--- config.mk ---
export PLATFORM = sky130hd
export DESIGN_NAME = jt10_adpcm_romarb
export DESIGN_NICKNAME = d
export VERILOG_FILES = /design/src/rtl/jt10_adpcm_romarb.sv
export SDC_FILE = /design/constraint.sdc
export NUM_CORES = 1
export LEC_CHECK = 0
export ABC_AREA = 1
export BUFFER_PORTS_ARGS = -buffer_cell sky130_fd_sc_hd__buf_4
export CAP_MARGIN = 20
export CORE_ASPECT_RATIO = 1.4
export CORE_UTILIZATION = 32
export CTS_CLUSTER_DIAMETER = 100
export CTS_CLUSTER_SIZE = 30
export DETAILED_ROUTE_END_ITERATION = 8
export HOLD_SLACK_MARGIN = 0.1
export PLACE_DENSITY = 0.61
export SLEW_MARGIN = 20
export SYNTH_ARGS = -nofsm -noshare
export SYNTH_HDL_FRONTEND = slang
export SYNTH_SLANG_ARGS = --single-unit
--- constraint.sdc ---
create_clock -name clk -period 1.29 [get_ports clk]
set_input_delay 0.258 -clock clk [delete_from_list [all_inputs] [get_ports clk]]
set_output_delay 0.258 -clock clk [all_outputs]
set_load 0.02 [all_outputs]
--- src/rtl/jt10_adpcm_romarb.sv ---
// Round-robin arbiter sharing one ADPCM ROM port between the A and B channels.
// Define JT10_ROMARB_CACHE_EN to answer repeated addresses from the held dout without a ROM access.
module jt10_adpcm_romarb #(
  parameter int TOUT_W = 8
) (
  input  logic        clk,
  input  logic        rst_n,
  input  logic        a_req,
  input  logic [23:0] a_addr,
  output logic        a_ack,
  output logic [7:0]  a_dout,
  input  logic        b_req,
  input  logic [23:0] b_addr,
  output logic        b_ack,
  output logic [7:0]  b_dout,
  output logic [23:0] rom_addr,
  output logic        rom_cs,
  input  logic        rom_ok,
  input  logic [7:0]  rom_data,
  input  logic        flush,
  input  logic        clr_err,
  output logic        err
);
  typedef enum logic {IDLE, BUSY} state_t;

  state_t            state, state_nx;
  logic              gnt, gnt_nx;    // granted requester, 1 = B
  logic              last, last_nx;  // last ROM-served requester, 1 = B
  logic [TOUT_W-1:0] cnt;
  logic              start, done_ok, tout, fin;
  logic              a_hit, b_hit, a_pend, b_pend;

  assign rom_cs  = state == BUSY;
  // cnt==0 marks the first BUSY cycle, where rom_ok still belongs to the previous access
  assign done_ok = rom_cs && cnt != '0 && rom_ok;
  assign tout    = rom_cs && !done_ok && cnt == '1;
  assign fin     = done_ok | tout;
  assign a_pend  = a_req & ~a_ack & ~a_hit;
  assign b_pend  = b_req & ~b_ack & ~b_hit;

`ifdef JT10_ROMARB_CACHE_EN
  logic [23:0] a_last, b_last;
  logic        a_vld, b_vld;

  assign a_hit = a_req & a_vld & ~flush & ~a_ack & (a_addr == a_last) & ~(rom_cs & ~gnt);
  assign b_hit = b_req & b_vld & ~flush & ~b_ack & (b_addr == b_last) & ~(rom_cs &  gnt);

  always_ff @(posedge clk or negedge rst_n) begin
    if (!rst_n) begin
      a_last <= '0;
      b_last <= '0;
      a_vld  <= 1'b0;
      b_vld  <= 1'b0;
    end else begin
      if (done_ok && !gnt) a_last <= rom_addr;
      if (done_ok &&  gnt) b_last <= rom_addr;
      // a timeout rewrites dout with 00, so the held byte no longer matches last_addr
      if (flush || (tout && !gnt))  a_vld <= 1'b0;
      else if (done_ok && !gnt)     a_vld <= 1'b1;
      if (flush || (tout && gnt))   b_vld <= 1'b0;
      else if (done_ok && gnt)      b_vld <= 1'b1;
    end
  end
`else
  logic unused_flush;
  assign unused_flush = flush;
  assign a_hit = 1'b0;
  assign b_hit = 1'b0;
`endif

  always_comb begin
    state_nx = state;
    gnt_nx   = gnt;
    last_nx  = last;
    start    = 1'b0;
    case (state)
      IDLE: if (a_pend | b_pend) begin
        start    = 1'b1;
        state_nx = BUSY;
        gnt_nx   = (a_pend & b_pend) ? ~last : b_pend;
      end
      BUSY: if (fin) begin
        state_nx = IDLE;
        if (done_ok) last_nx = gnt;
      end
      default: state_nx = IDLE;
    endcase
  end

  always_ff @(posedge clk or negedge rst_n) begin
    if (!rst_n) begin
      state    <= IDLE;
      gnt      <= 1'b0;
      last     <= 1'b0;
      cnt      <= '0;
      rom_addr <= '0;
      a_ack    <= 1'b0;
      b_ack    <= 1'b0;
      a_dout   <= '0;
      b_dout   <= '0;
      err      <= 1'b0;
    end else begin
      state <= state_nx;
      gnt   <= gnt_nx;
      last  <= last_nx;
      cnt   <= start ? '0 : rom_cs ? cnt + TOUT_W'(1) : cnt;
      if (start) rom_addr <= gnt_nx ? b_addr : a_addr;
      a_ack <= (fin & ~gnt) | a_hit;
      b_ack <= (fin &  gnt) | b_hit;
      if (fin & ~gnt) a_dout <= done_ok ? rom_data : 8'h00;
      if (fin &  gnt) b_dout <= done_ok ? rom_data : 8'h00;
      err <= tout | (err & ~clr_err);
    end
  end
endmodule

---- Yosys cells after proc, flatten, opt, wreduce, memory -nomap -nowiden ----
Cells that the tools add are included.
word-level totals
  register bits after elaboration ......... 54
  output and inout bits ................... 44
  logic and storage cells ................. 46
operators by class
  add/sub/neg operators ................... 1
  equal/unequal tests ..................... 1
  multiplexer cells ....................... 11
  bitwise gates (word level) .............. 15
  reductions and logical operators ........ 8
operator list
  kind                                          count
  two-way mux 24 bit                            1
  two-way mux 8 bit                             3
  adder 8 x 1 -> 8 bit (second input constant)  1
  == test 8 bit (second input constant)         1
  nonzero test 8 bit                            1
  AND 1 bit                                     6
  two-way mux 1 bit                             6
  NOT 1 bit                                     6
  logical AND 1 bit                             4
  bitwise OR 1 bit                              3
  AND reduction 3 bit                           1
  case mux 1 bit (2 select lines)               1
  nonzero test 2 bit                            1
  zero test 1 bit                               1

---- Depth between registers and ports, before layout ----
Gate-level depths: netlist of the first run.
  depth after elaboration ................. 9
  depth in mapped cells ................... 10
  depth with buffers taken out ............ 10

---- Least setup slack after synthesis of the first run ----
No wires, ideal clock.
  kind .................................... register to register
  start point ............................. register b_ack
  end point ............................... register rom_addr[4]
  library setup time ...................... 116 ps
  data arrival time ....................... 1219 ps
  data required time ...................... 1174 ps
  slack ................................... -46 ps
  stages on the path, launching flop included .. 8
  clock period less this slack ............ 1336 ps
  cells stage by stage .................... dfrtp_1 -> inv_1 -> nand2_1 -> o21ai_2 -> buf_2 -> a21oi_1 -> nand2_1 -> nand2_1
on the way
  cells in the longest elaborated chain, start to end .. 7
  elaborated cells on any way between the ends .. 10
  those cells by class .................... mux (6); bitwise (4)
RTL lines
  what                      RTL line  text
  start: declaration        14        output logic b_ack,
  start signal: assignment  109       b_ack <= (fin & gnt) | b_hit;
  NOT 1 bit *               39        assign b_pend = b_req & ~b_ack & ~b_hit;
  AND 1 bit *               39
  AND 1 bit                 80        gnt_nx = (a_pend & b_pend) ? ~last : b_pend;
  two-way mux 1 bit         80
  two-way mux 1 bit         77        IDLE: if (a_pend | b_pend) begin
  two-way mux 1 bit         76        case (state)
  two-way mux 24 bit        107       if (start) rom_addr <= gnt_nx ? b_addr : a_addr;
  end signal: assignment    107
  end: declaration          16        output logic [23:0] rom_addr,
Mark *: on every way between the ends. The rest lies on a longest branch, timed or not.
A chain may end at the register's enable or synchronous reset.

---- Final worst setup path of the first run ----
  start point ............................. register cnt[0]
  end point ............................... register b_dout[6]
on the way
  cells in the longest elaborated chain, start to end .. 8
  elaborated cells on any way between the ends .. 10
  those cells by class .................... eq/ne (1); mux (1); bitwise (2); reduce/logical (6)
RTL lines
  what                             RTL line  text
  start: declaration               29        logic [TOUT_W-1:0] cnt;
  start signal: assignment         106       cnt <= start ? '0 : rom_cs ? cnt + TOUT_W'(1) : cnt;
  nonzero test 8 bit               35        assign done_ok = rom_cs && cnt != '0 && rom_ok;
  logical AND 1 bit (2 in series)  35
  zero test 1 bit                  36        assign tout = rom_cs && !done_ok && cnt == '1;
  logical AND 1 bit (2 in series)  36
  bitwise OR 1 bit                 37        assign fin = done_ok | tout;
  AND 1 bit                        111       if (fin & gnt) b_dout <= done_ok ? rom_data : 8'h00;
  end signal: assignment           111
  end: declaration                 15        output logic [7:0] b_dout,
Parallel ways exist; a longest one is shown, timed or not.

==> results.md, run 1 <==
Placement:
- After legalization and detailed placement, the total HPWL measured ~4700 microns.
- Buffers placed on the I/O ports in this run total 105.
- The post-placement worst setup slack is -0.172 ns.
- Once placement completed, the tool counted placed cells totaling 569.
- Routability-driven placement finished with a final weighted congestion of around 0.77.

Timing:
- For the final database, setup skew stands at around 0.0063 ns.
- Setup repair after global routing could not meet its margin everywhere.
- The total of endpoints with negative setup slack in the final report is 44.
- Timing would allow up to roughly 730 MHz.
- The number of failing hold endpoints at the final stage came to 0.
- Counting I/O delays and the setup requirement, the final critical path takes 1.38 ns.
- The headroom to the max-slew limit is 73.2%.
- The ratio of final minimum period to clock period is 107%.
- Across all setup checks in the final design, the least slack found is -0.0878 ns.
- The final count of pins violating max slew was 0.
- The transition time of the tightest slew-check pin is 0.402 ns.

Layout:
- The number of antenna diodes in the final layout is 0.
- The final core area utilization is ~52%.
- The filler cells instantiated in the layout total 776.
- Cells with a size suffix above 1 make up about 38% of the layout.
- From synthesis to final layout, the design area changed by 56.6%.
- The register area is about 0.0014 sq mm.
- The finished layout holds slightly below 600 standard cells, fillers aside.
- The net count of the finished layout is around 560.
- The footprint of the multi-input gates is 0.00123 sq mm.

Global routing:
- The number of global-route vias before repair is between 2,000 and 3,000.
- The global route total overflow is 0.
- The largest net degree at the start of global routing is 30.
- The combined global-route utilization of all metal layers is 17.2%.
- The initial antenna violation count is 0.
- The wire length of the first global-routing pass is 11,500 microns.

Worst setup path:
- STA classifies the critical path endpoint as a register.
- Among the stages of the critical path, the cell type that occurs most often is nand2_1.
- For flop-to-flop paths, the worst setup slack is -0.09 ns.
- For the worst setup path, the data required time is between 1.5 and 2 ns.
- The data arrival time of the worst path is between 1.5 and 2 ns.
- The worst setup path is launched from a register.
- The critical path goes through inv_2 > ha_4 > nand2_1 > nor2_1 > nand2_1 > nand2_4 > nand2_8 > nand2_4 > nand2_1 > nand2_1.
- Counting both buffers and inverters, the worst setup path holds a total of 1.
- Broken down by cell family, the worst path's largest delay share belongs to simple AND/OR/NAND/NOR gates.
- On the critical path, the stage with the largest delay is an instance of dfrtp_1.
- The start of the worst register-to-register path is cnt[0].
- The critical path start-end classification is register to register.
- The worst reg-to-reg path cell count is 10.
- The delay of the slowest critical-path stage is 0.42 ns.
- Of all nets on the critical path, the largest fanout is 5.
- The destination of the worst register-to-register timing path is b_dout[6].

Synth:
- After synthesis, the cell types taking the most area are dfrtp_1 (51%), nand2_1 (24%), inv_1 (9.0%).
- The fraction of synthesized cell area taken by the top area cell type is 51.2%.
- The count of flip-flops with a built-in enable after synthesis is 0.
- The area of the mapped netlist is 0.00264 sq mm.
- The number of nets handed over by synthesis was 426.
- The most common cell in the synthesized netlist is nand2_1.
- After synthesis, the share of flip-flops with an asynchronous set or reset is 100%.
- The post-synthesis sequential element count is 54.
- Counting instances in the post-synthesis netlist gives the leading cell types as nand2_1 (166), inv_1 (63), dfrtp_1 (54).
- Synthesis produced a netlist whose cell count is 361.
- The distinct cell type count of the synthesized netlist is 20.
- The biggest area contributor in the post-synthesis netlist is dfrtp_1.
- The top flip-flop cell by instance count after synthesis is dfrtp_1.
- Each instance of the synthesized netlist takes up on average around 7.3 sq um.
- The share of the yosys chip area belonging to registers is approximately 50%.
- The number of warning messages in the yosys log is 0.

Die:
- The vertical extent of the die is between 100 and 150 microns.
- The number of placement rows is 38.
- After floorplanning, the core was sized to cover about 0.0079 sq mm.
- For this configuration, the core starts out at a cell density of approximately 33%.
- The area of the die is roughly 0.0086 sq mm.
- The die is 78.7 microns wide.
- The boundary pin count is between 100 and 150.

Worst hold path:
- In this run the worst hold path is classified as input pin to register.
- The start point of the worst min-delay path is clr_err.
- The end point of the most critical hold path is err.
- The hold-critical path depth is 2.

Route:
- The total iterations of the first detailed-routing run is 5.
- The via count is roughly 2,600.
- In this run, the number of DRC markers left after iteration 0 of detailed routing was 99.
- Dividing the detail-routed via count by the number of cells gives ~4.3.
- The sum of routed wire length over all layers is 7430 microns.
- The detailed-route DRC error count is 0.
- The routed wirelength normalized by instance count is 12.6 microns.
- The remaining number of nets flagged by the antenna check after routing is 0.

Clock tree:
- The TritonCTS clock tree is built.
- The buffer depth of the longest clock path is 2.
- Clock tree synthesis inserted a total of 5 buffers.
- The clock reaches the later pin of the worst-skew pair after 0.30 ns.
- The clock-pin slew of the registers on the worst-case setup and hold paths is approximately 0.090 ns.
- The H-tree was split into 2 levels.
- For this design, the sink count on the clock tree is 54.
- The CTS root buffer is clkbuf_8.

Job:
- The max-capacitance violation count is 0.

Power:
- The leakage power figure is 2.35 nW.
- Power spread over the standard cell area amounts to 2250 mW/mm^2.
- The worst supply voltage drop on vdd is between 0.001 and 0.0015 V.

Status:
- The flow ran to the end, but the final reports show violations.
- The checks that failed: setup timing.
## logic make-up after synthesis
family / after synthesis / synth area share [%]
compound gates: 35 / 6.78
fa+ha+maj: 2 / 0.948
buf+inv: 77 / 11.8
flops: 54 / 51.2
simple gates: 193 / 29.3
## where the power goes
| part | internal, W | total, W | switching, W | leakage [nW] |
|---|---|---|---|---|
| Clock | 0.000572 | 0.00112 | 0.000549 | 0.0579 |
| Combinational | 0.00217 | 0.00524 | 0.00306 | 1.61 |
| Sequential | 0.00241 | 0.00293 | 0.000513 | 0.677 |
| Total | 0.00516 | 0.00928 | 0.00412 | 2.35 |
## worst max-delay path by stage
stage	startpoint	end	slack (ns)	depth (start not counted)
2_1_floorplan	b_ack	rom_addr[14]	0.001	10
3_3_place_gp	cnt[0]	b_dout[5]	-0.12	10
3_5_place_dp	cnt[0]	b_dout[6]	-0.17	10
4_1_cts	cnt[0]	b_dout[6]	-0.1	10
5_1_grt	cnt[0]	rom_cs	-0.19	8
6_report	cnt[0]	b_dout[6]	-0.09	10
## state kept, by name (all words and copies together) (netlist names)
name      flops
last          1
a_ack         1
err           1
gnt           1
cnt           8
rom_addr     24
b_dout        8
rom_cs        1
b_ack         1
a_dout        8
## metal layers
layer | vias to the layer above | share of wire (%) | track usage (%) | wire (microns)
li1 | 1335 | - | - | -
met1 | 1173 | 40 | 19.4 | 2990
met2 | 55 | 56 | 33.2 | 4150
met3 | 2 | 3.3 | 2.49 | 243
met4 | 0 | 0.66 | 4.37 | 49
met5 | - | 0 | 0 | 0
## cell usage in the layout, fill, tap and decap left out, drive strengths merged
| cell type | netlist | routed |
|---|---|---|
| dfrtp | 54 | 54 |
| inv | 67 | 67 |
| o21ai | 8 | 8 |
| bufinv | 0 | 1 |
| dlygate4sd3 | 0 | 1 |
| a21oi | 27 | 27 |
| buf | 8 | 125 |
| clkbuf | 1 | 5 |
| nand3 | 4 | 4 |
| nand2 | 172 | 177 |
| ha | 2 | 2 |
| nor2 | 12 | 12 |
| nand4 | 1 | 1 |
| clkinv | 1 | 3 |
| nor3 | 4 | 4 |
## layout make-up
type	count	area share, %
Sequential cell	54	32.8
Clock buffer	5	1.67
Tap cell	100	3.03
Inverter	68	6.30
Multi-Input combinational cell	235	29.8
Clock inverter	3	0.969
Timing Repair Buffer	126	25.4
## through the flow
step	TNS, ns	cell area (sq um)	power (W)	hold WS [ns]
floorplan	0	2660	0.00533	-0.0376
global placement	-3.60	3640	0.00701	0.219
detailed placement	-4.58	3640	0.00709	0.214
CTS	-2.20	3930	0.00879	0.117
global route	-5.79	4130	0.00996	0.139
finish	-2.43	4130	0.00928	0.132
## timing repair
item                                    4_1_cts  5_1_grt
hold endpoints to repair                     27        0
pin swaps                                     8        8
hold buffers                                  1        0
cloned                                        4        3
buffers inserted                              2        5
endpoints found under the setup margin       46       49
resized for setup                            24       34
No activity file was read; power rests on OpenSTA's default activity.
==> run 2, diff against run 1 <==
--- a/config.mk
+++ b/config.mk
@@ -5,16 +5,15 @@
 export SDC_FILE = /design/constraint.sdc
 export NUM_CORES = 1
 export LEC_CHECK = 0
-export ABC_AREA = 1
 export BUFFER_PORTS_ARGS = -buffer_cell sky130_fd_sc_hd__buf_4
 export CAP_MARGIN = 20
-export CORE_ASPECT_RATIO = 1.4
+export CORE_ASPECT_RATIO = 1.75
 export CORE_UTILIZATION = 32
 export CTS_CLUSTER_DIAMETER = 100
 export CTS_CLUSTER_SIZE = 30
 export DETAILED_ROUTE_END_ITERATION = 8
 export HOLD_SLACK_MARGIN = 0.1
-export PLACE_DENSITY = 0.61
+export PLACE_DENSITY = 0.62
 export SLEW_MARGIN = 20
 export SYNTH_ARGS = -nofsm -noshare
 export SYNTH_HDL_FRONTEND = slang
==> run 2 against run 1 <==
Compared with the run above:
- the run still ends with setup timing left
- critical path depth shrank 5
- sequential share of layout area fell by 0.72 points
- final cell count decreased by 23%
- core utilization is 6.0 points higher
- count of clock-buffer cells in the layout unchanged
- area after synthesis is 8.9% lower
- power is 7.0% higher
- clock power grew 24%
- first-iteration DRC count grew 9.1%
- fmax down 9.6%
- sequential power about the same
- final area is 2.2% higher
==> results.md, run 2 <==
Timing:
- The headroom to the max-slew limit is 78.7% (+5.5 points).
- The ratio of final minimum period to clock period is 118% (+11 points).
- The setup slack of the critical path after layout is -0.234 ns (-0.146 ns).
- The number of failing hold endpoints at the final stage is 0 (unchanged).
- The transition time of the tightest slew-check pin was 0.319 ns (-0.0829 ns).
- The timing-limited maximum frequency is 656 MHz (-9.6%).
- The largest clock skew in the final design is 0.00425 ns (-0.00209 ns).
- The time the worst path needs with I/O delays and setup is 1.52 ns (+0.146 ns).
- The final count of pins violating max slew is 0 (unchanged).
- Setup repair after global routing could not meet its margin everywhere.
- The total of endpoints with negative setup slack in the final report is 55 (+25%).

Route:
- The sum of routed wire length over all layers came to 7740 microns (+4.1%).
- The routed wirelength normalized by instance count is 16.9 microns (+35%).
- The remaining number of nets flagged by the antenna check after routing is 0 (unchanged).
- The via count is 2,305 (-10%).
- The detailed-route DRC error count is 0 (unchanged).
- The total iterations of the first detailed-routing run is 4 (-1).
- The detailed-route vias per instance is 5.04 (+16%).
- The number of violations reported at the end of detailed-routing iteration 0 is 108 (+9.1%).

Status:
- The checks that failed: setup timing.
- The flow ran to the end, but the final reports show violations.

Power:
- The power density normalized to cell area came to 2350 mW/mm^2 (+4.7%).
- The worst supply voltage drop on vdd came to 0.00156 V (+46%).
- The leakage power figure is 2.01 nW (-15%).
- The overall power after layout is 0.00993 W (+7.0%).

Synth:
- The average instance area after synthesis was 10.3 sq um (+41%).
- The number of warning messages in the yosys log is 0 (unchanged).
- dfrtp_1 is the most common cell in the netlist.
- The count of flip-flops with a built-in enable after synthesis was 0 (unchanged).
- The number of nets in the synthesized netlist is 299 (-30%).
- In the post-synthesis netlist, the biggest area contributors are dfrtp_1 (56%), nand2_1 (8.1%), a31oi_1 (6.2%).
- The post-synthesis sequential element count came to 54 (unchanged).
- The area of the mapped netlist came to 0.00240 sq mm (-8.9%).
- The commonest cells after synthesis are dfrtp_1 (54), nand2_1 (52), nor2_1 (32).
- The share of the yosys chip area belonging to registers came to 56.2% (+5.0 points).
- The distinct cell type count of the synthesized netlist is 36 (+80%).
- The number of instances in the synthesized netlist is 234 (-35%).
- The fraction of synthesized cell area taken by the top area cell type is 56.2% (+5.0 points).
- The largest total area in the synthesized netlist belongs to dfrtp_1.
- The fraction of registers with async set/reset came to 100% (unchanged).
- The top flip-flop cell by instance count after synthesis is dfrtp_1.

Clock tree:
- The insertion delay of the later-clocked pin in the worst-skew pair is 0.29 ns (about the same).
- In this run the clock root is driven by a clkbuf_16.
- The count of H-tree levels built during CTS is 2 (unchanged).
- TritonCTS built the clock tree.
- The TritonCTS buffer count was 5 (unchanged).
- The buffer depth of the longest clock path came to 2 (unchanged).
- The total number of clock tree sinks is 54 (unchanged).
- The clock-pin slew of the registers on the worst-case setup and hold paths is 0.07 ns (-0.02 ns).

Placement:
- The placer congestion estimate is 0.810 (+5.7%).
- The port buffer count came to 105 (unchanged).
- The half-perimeter wire length of the detailed placement result is 4850 microns (+4.2%).
- The post-placement worst setup slack was -0.244 ns (-0.0717 ns).

Die:
- The horizontal die dimension came to 67.5 microns (-14%).
- The vertical extent of the die was 117 microns (+6.6%).
- The starting density of the core is 33.2% (-0.19 points).
- The boundary pin count came to 107 (unchanged).
- The area of the placeable core is 0.00723 sq mm (-8.4%).
- The area of the die is 0.00788 sq mm (-8.6%).
- The number of placement rows is 41 (+7.9%).

Layout:
- From synthesis to final layout, the design area changed by 75.5%.
- In the layout the commonest cells are buf_4 (119), dfrtp_1 (51), nand2_1 (28).
- The count of filler cells inserted in the layout is 623 (-20%).
- Leaving out fill and tap cells, the most frequent cell in the layout is buf_4.
- Ranked by flip-flop count, first place goes to rom_addr.
- The final layout net count was 435 (-22%).
- The flip-flop count of the largest register after layout came to 24 (unchanged).
- The fraction of layout cells with a size suffix above 1 is 56.9% (+19 points).
- The number of antenna diodes is 0 (unchanged).

Global routing:
- The initial antenna violation count came to 0 (unchanged).
- The combined global-route utilization of all metal layers was 16.8% (-0.40 points).
- The wire length of the first global-routing pass is 9690 microns (-16%).
- The largest net degree at the start of global routing is 33 (+10%).
- The number of global-route vias before repair is 2,055 (-18%).
- The global route total overflow came to 0 (unchanged).

Worst setup path:
- The required time of the critical path is 1.47 ns (-0.06 ns).
- The critical path is of the register to register type.
- The data arrival time of the worst path came to 1.71 ns (+0.09 ns).
- The largest fanout on the critical path is 6 (+1).
- On the critical path, the stage with the largest delay is an instance of dfrtp_1.
- The signal on the critical path passes through inv_2 > ha_4 > a31oi_4 > buf_4 > mux2_4.
- STA classifies the critical path startpoint as a register.
- The worst setup path is captured at a register.
- The delay of the slowest critical-path stage is 0.40 ns (-0.02 ns).

Worst hold path:
- The worst hold path belongs to the class input pin to register.

Job:
- The max-capacitance violation count is 0 (unchanged).
-- run 2: cell count changes in the layout (fill, tap and decap cells not counted), moves of 11 or more --
cell,change
a21oi_1,-24
a22o_1,+16
a31oi_1,+14
a31oi_4,+11
inv_1,-54
nor2_1,+20
nand2_1,-123
-- run 2: path summary, 6_finish.rpt --
kind / end / slack (ns) / start / cells past startpoint
max: last / -0.23 / cnt[0] / 5
min: err / 0.17 / clr_err / 2
max reg2reg: last / -0.23 / cnt[0] / 5
min reg2reg: a_dout[6] / 0.52 / a_dout[6] / 1
max in group asynchronous: rom_addr[5] / 0.43 / rst_n / 3
min in group asynchronous: err / 0.37 / rst_n / 2
-- run 2: kinds of logic (layout without fill, tap and decap cells) --
family / Yosys count / after routing / share of synthesized area (%)
and+or+nand+nor: 103 / 103 / 19.9
DFF: 54 / 54 / 56.2
AOI/OAI and AO/OA: 49 / 49 / 15.9
buffers and inverters: 19 / 156 / 4.11
muxes: 4 / 4 / 1.72
xor gates and xnor gates: 3 / 3 / 1.09
adders and majority gates: 2 / 2 / 1.04
-- run 2: metrics by stage --
step           setup TNS [ns]  std cells  utilization (%)  hold WS (ns)  area (sq um)
4_1_cts                 -6.77        443             50.9         0.171          3680
2_1_floorplan           -7.14        234                -       -0.0376          2450
5_1_grt                -12.41        457             58.3         0.174          4220
6_report                -8.83        457             58.3         0.175          4220
3_5_place_dp            -7.15        433             48.0         0.169          3470
3_3_place_gp            -6.20        433             48.0         0.165          3470
-- run 2: final cells by class --
cell class | instances | area (sq um) | area share [%]
inverters | 5 | 18.8 | 0.445
well taps | 86 | 108 | 2.55
clock buffers | 5 | 125 | 2.96
clock inverters | 3 | 26.3 | 0.623
repair buffers | 143 | 1290 | 30.6
multi-input cells | 161 | 1300 | 30.7
flip-flops and latches | 54 | 1360 | 32.1
-- run 2: power by group --
group          leakage (nW)  internal, W  switching, W
Sequential            0.645      0.00242      0.000509
Combinational          1.29      0.00279       0.00282
Clock                0.0740     0.000731      0.000658
-- run 2: worst max-delay path, delay by kind of cell, from the launching register on --
kind / cells / cell delay, ns
buffers and inverters: 2 / 0.25
DFF: 1 / 0.40
AOI/OAI and AO/OA: 1 / 0.32
muxes: 1 / 0.28
adders and majority gates: 1 / 0.16
-- run 2: what timing repair did --
item | in CTS | in global routing
setup endpoints to repair | 51 | 54
hold endpoints to repair | 21 | 0
pin swaps | 7 | 42
gates cloned | 0 | 7
resized for setup | 11 | 70
buffers inserted | 1 | 7
hold buffers | 1 | 0
-- run 2: layer usage --
metal  up-vias  global-route usage, %  routed length [microns]
met1      1132                   17.9                     2780
met4         0                   6.38                      138
met2        81                   30.8                     4430
met5         -                      0                        0
met3        11                   3.71                      384
li1       1081                      -                        -
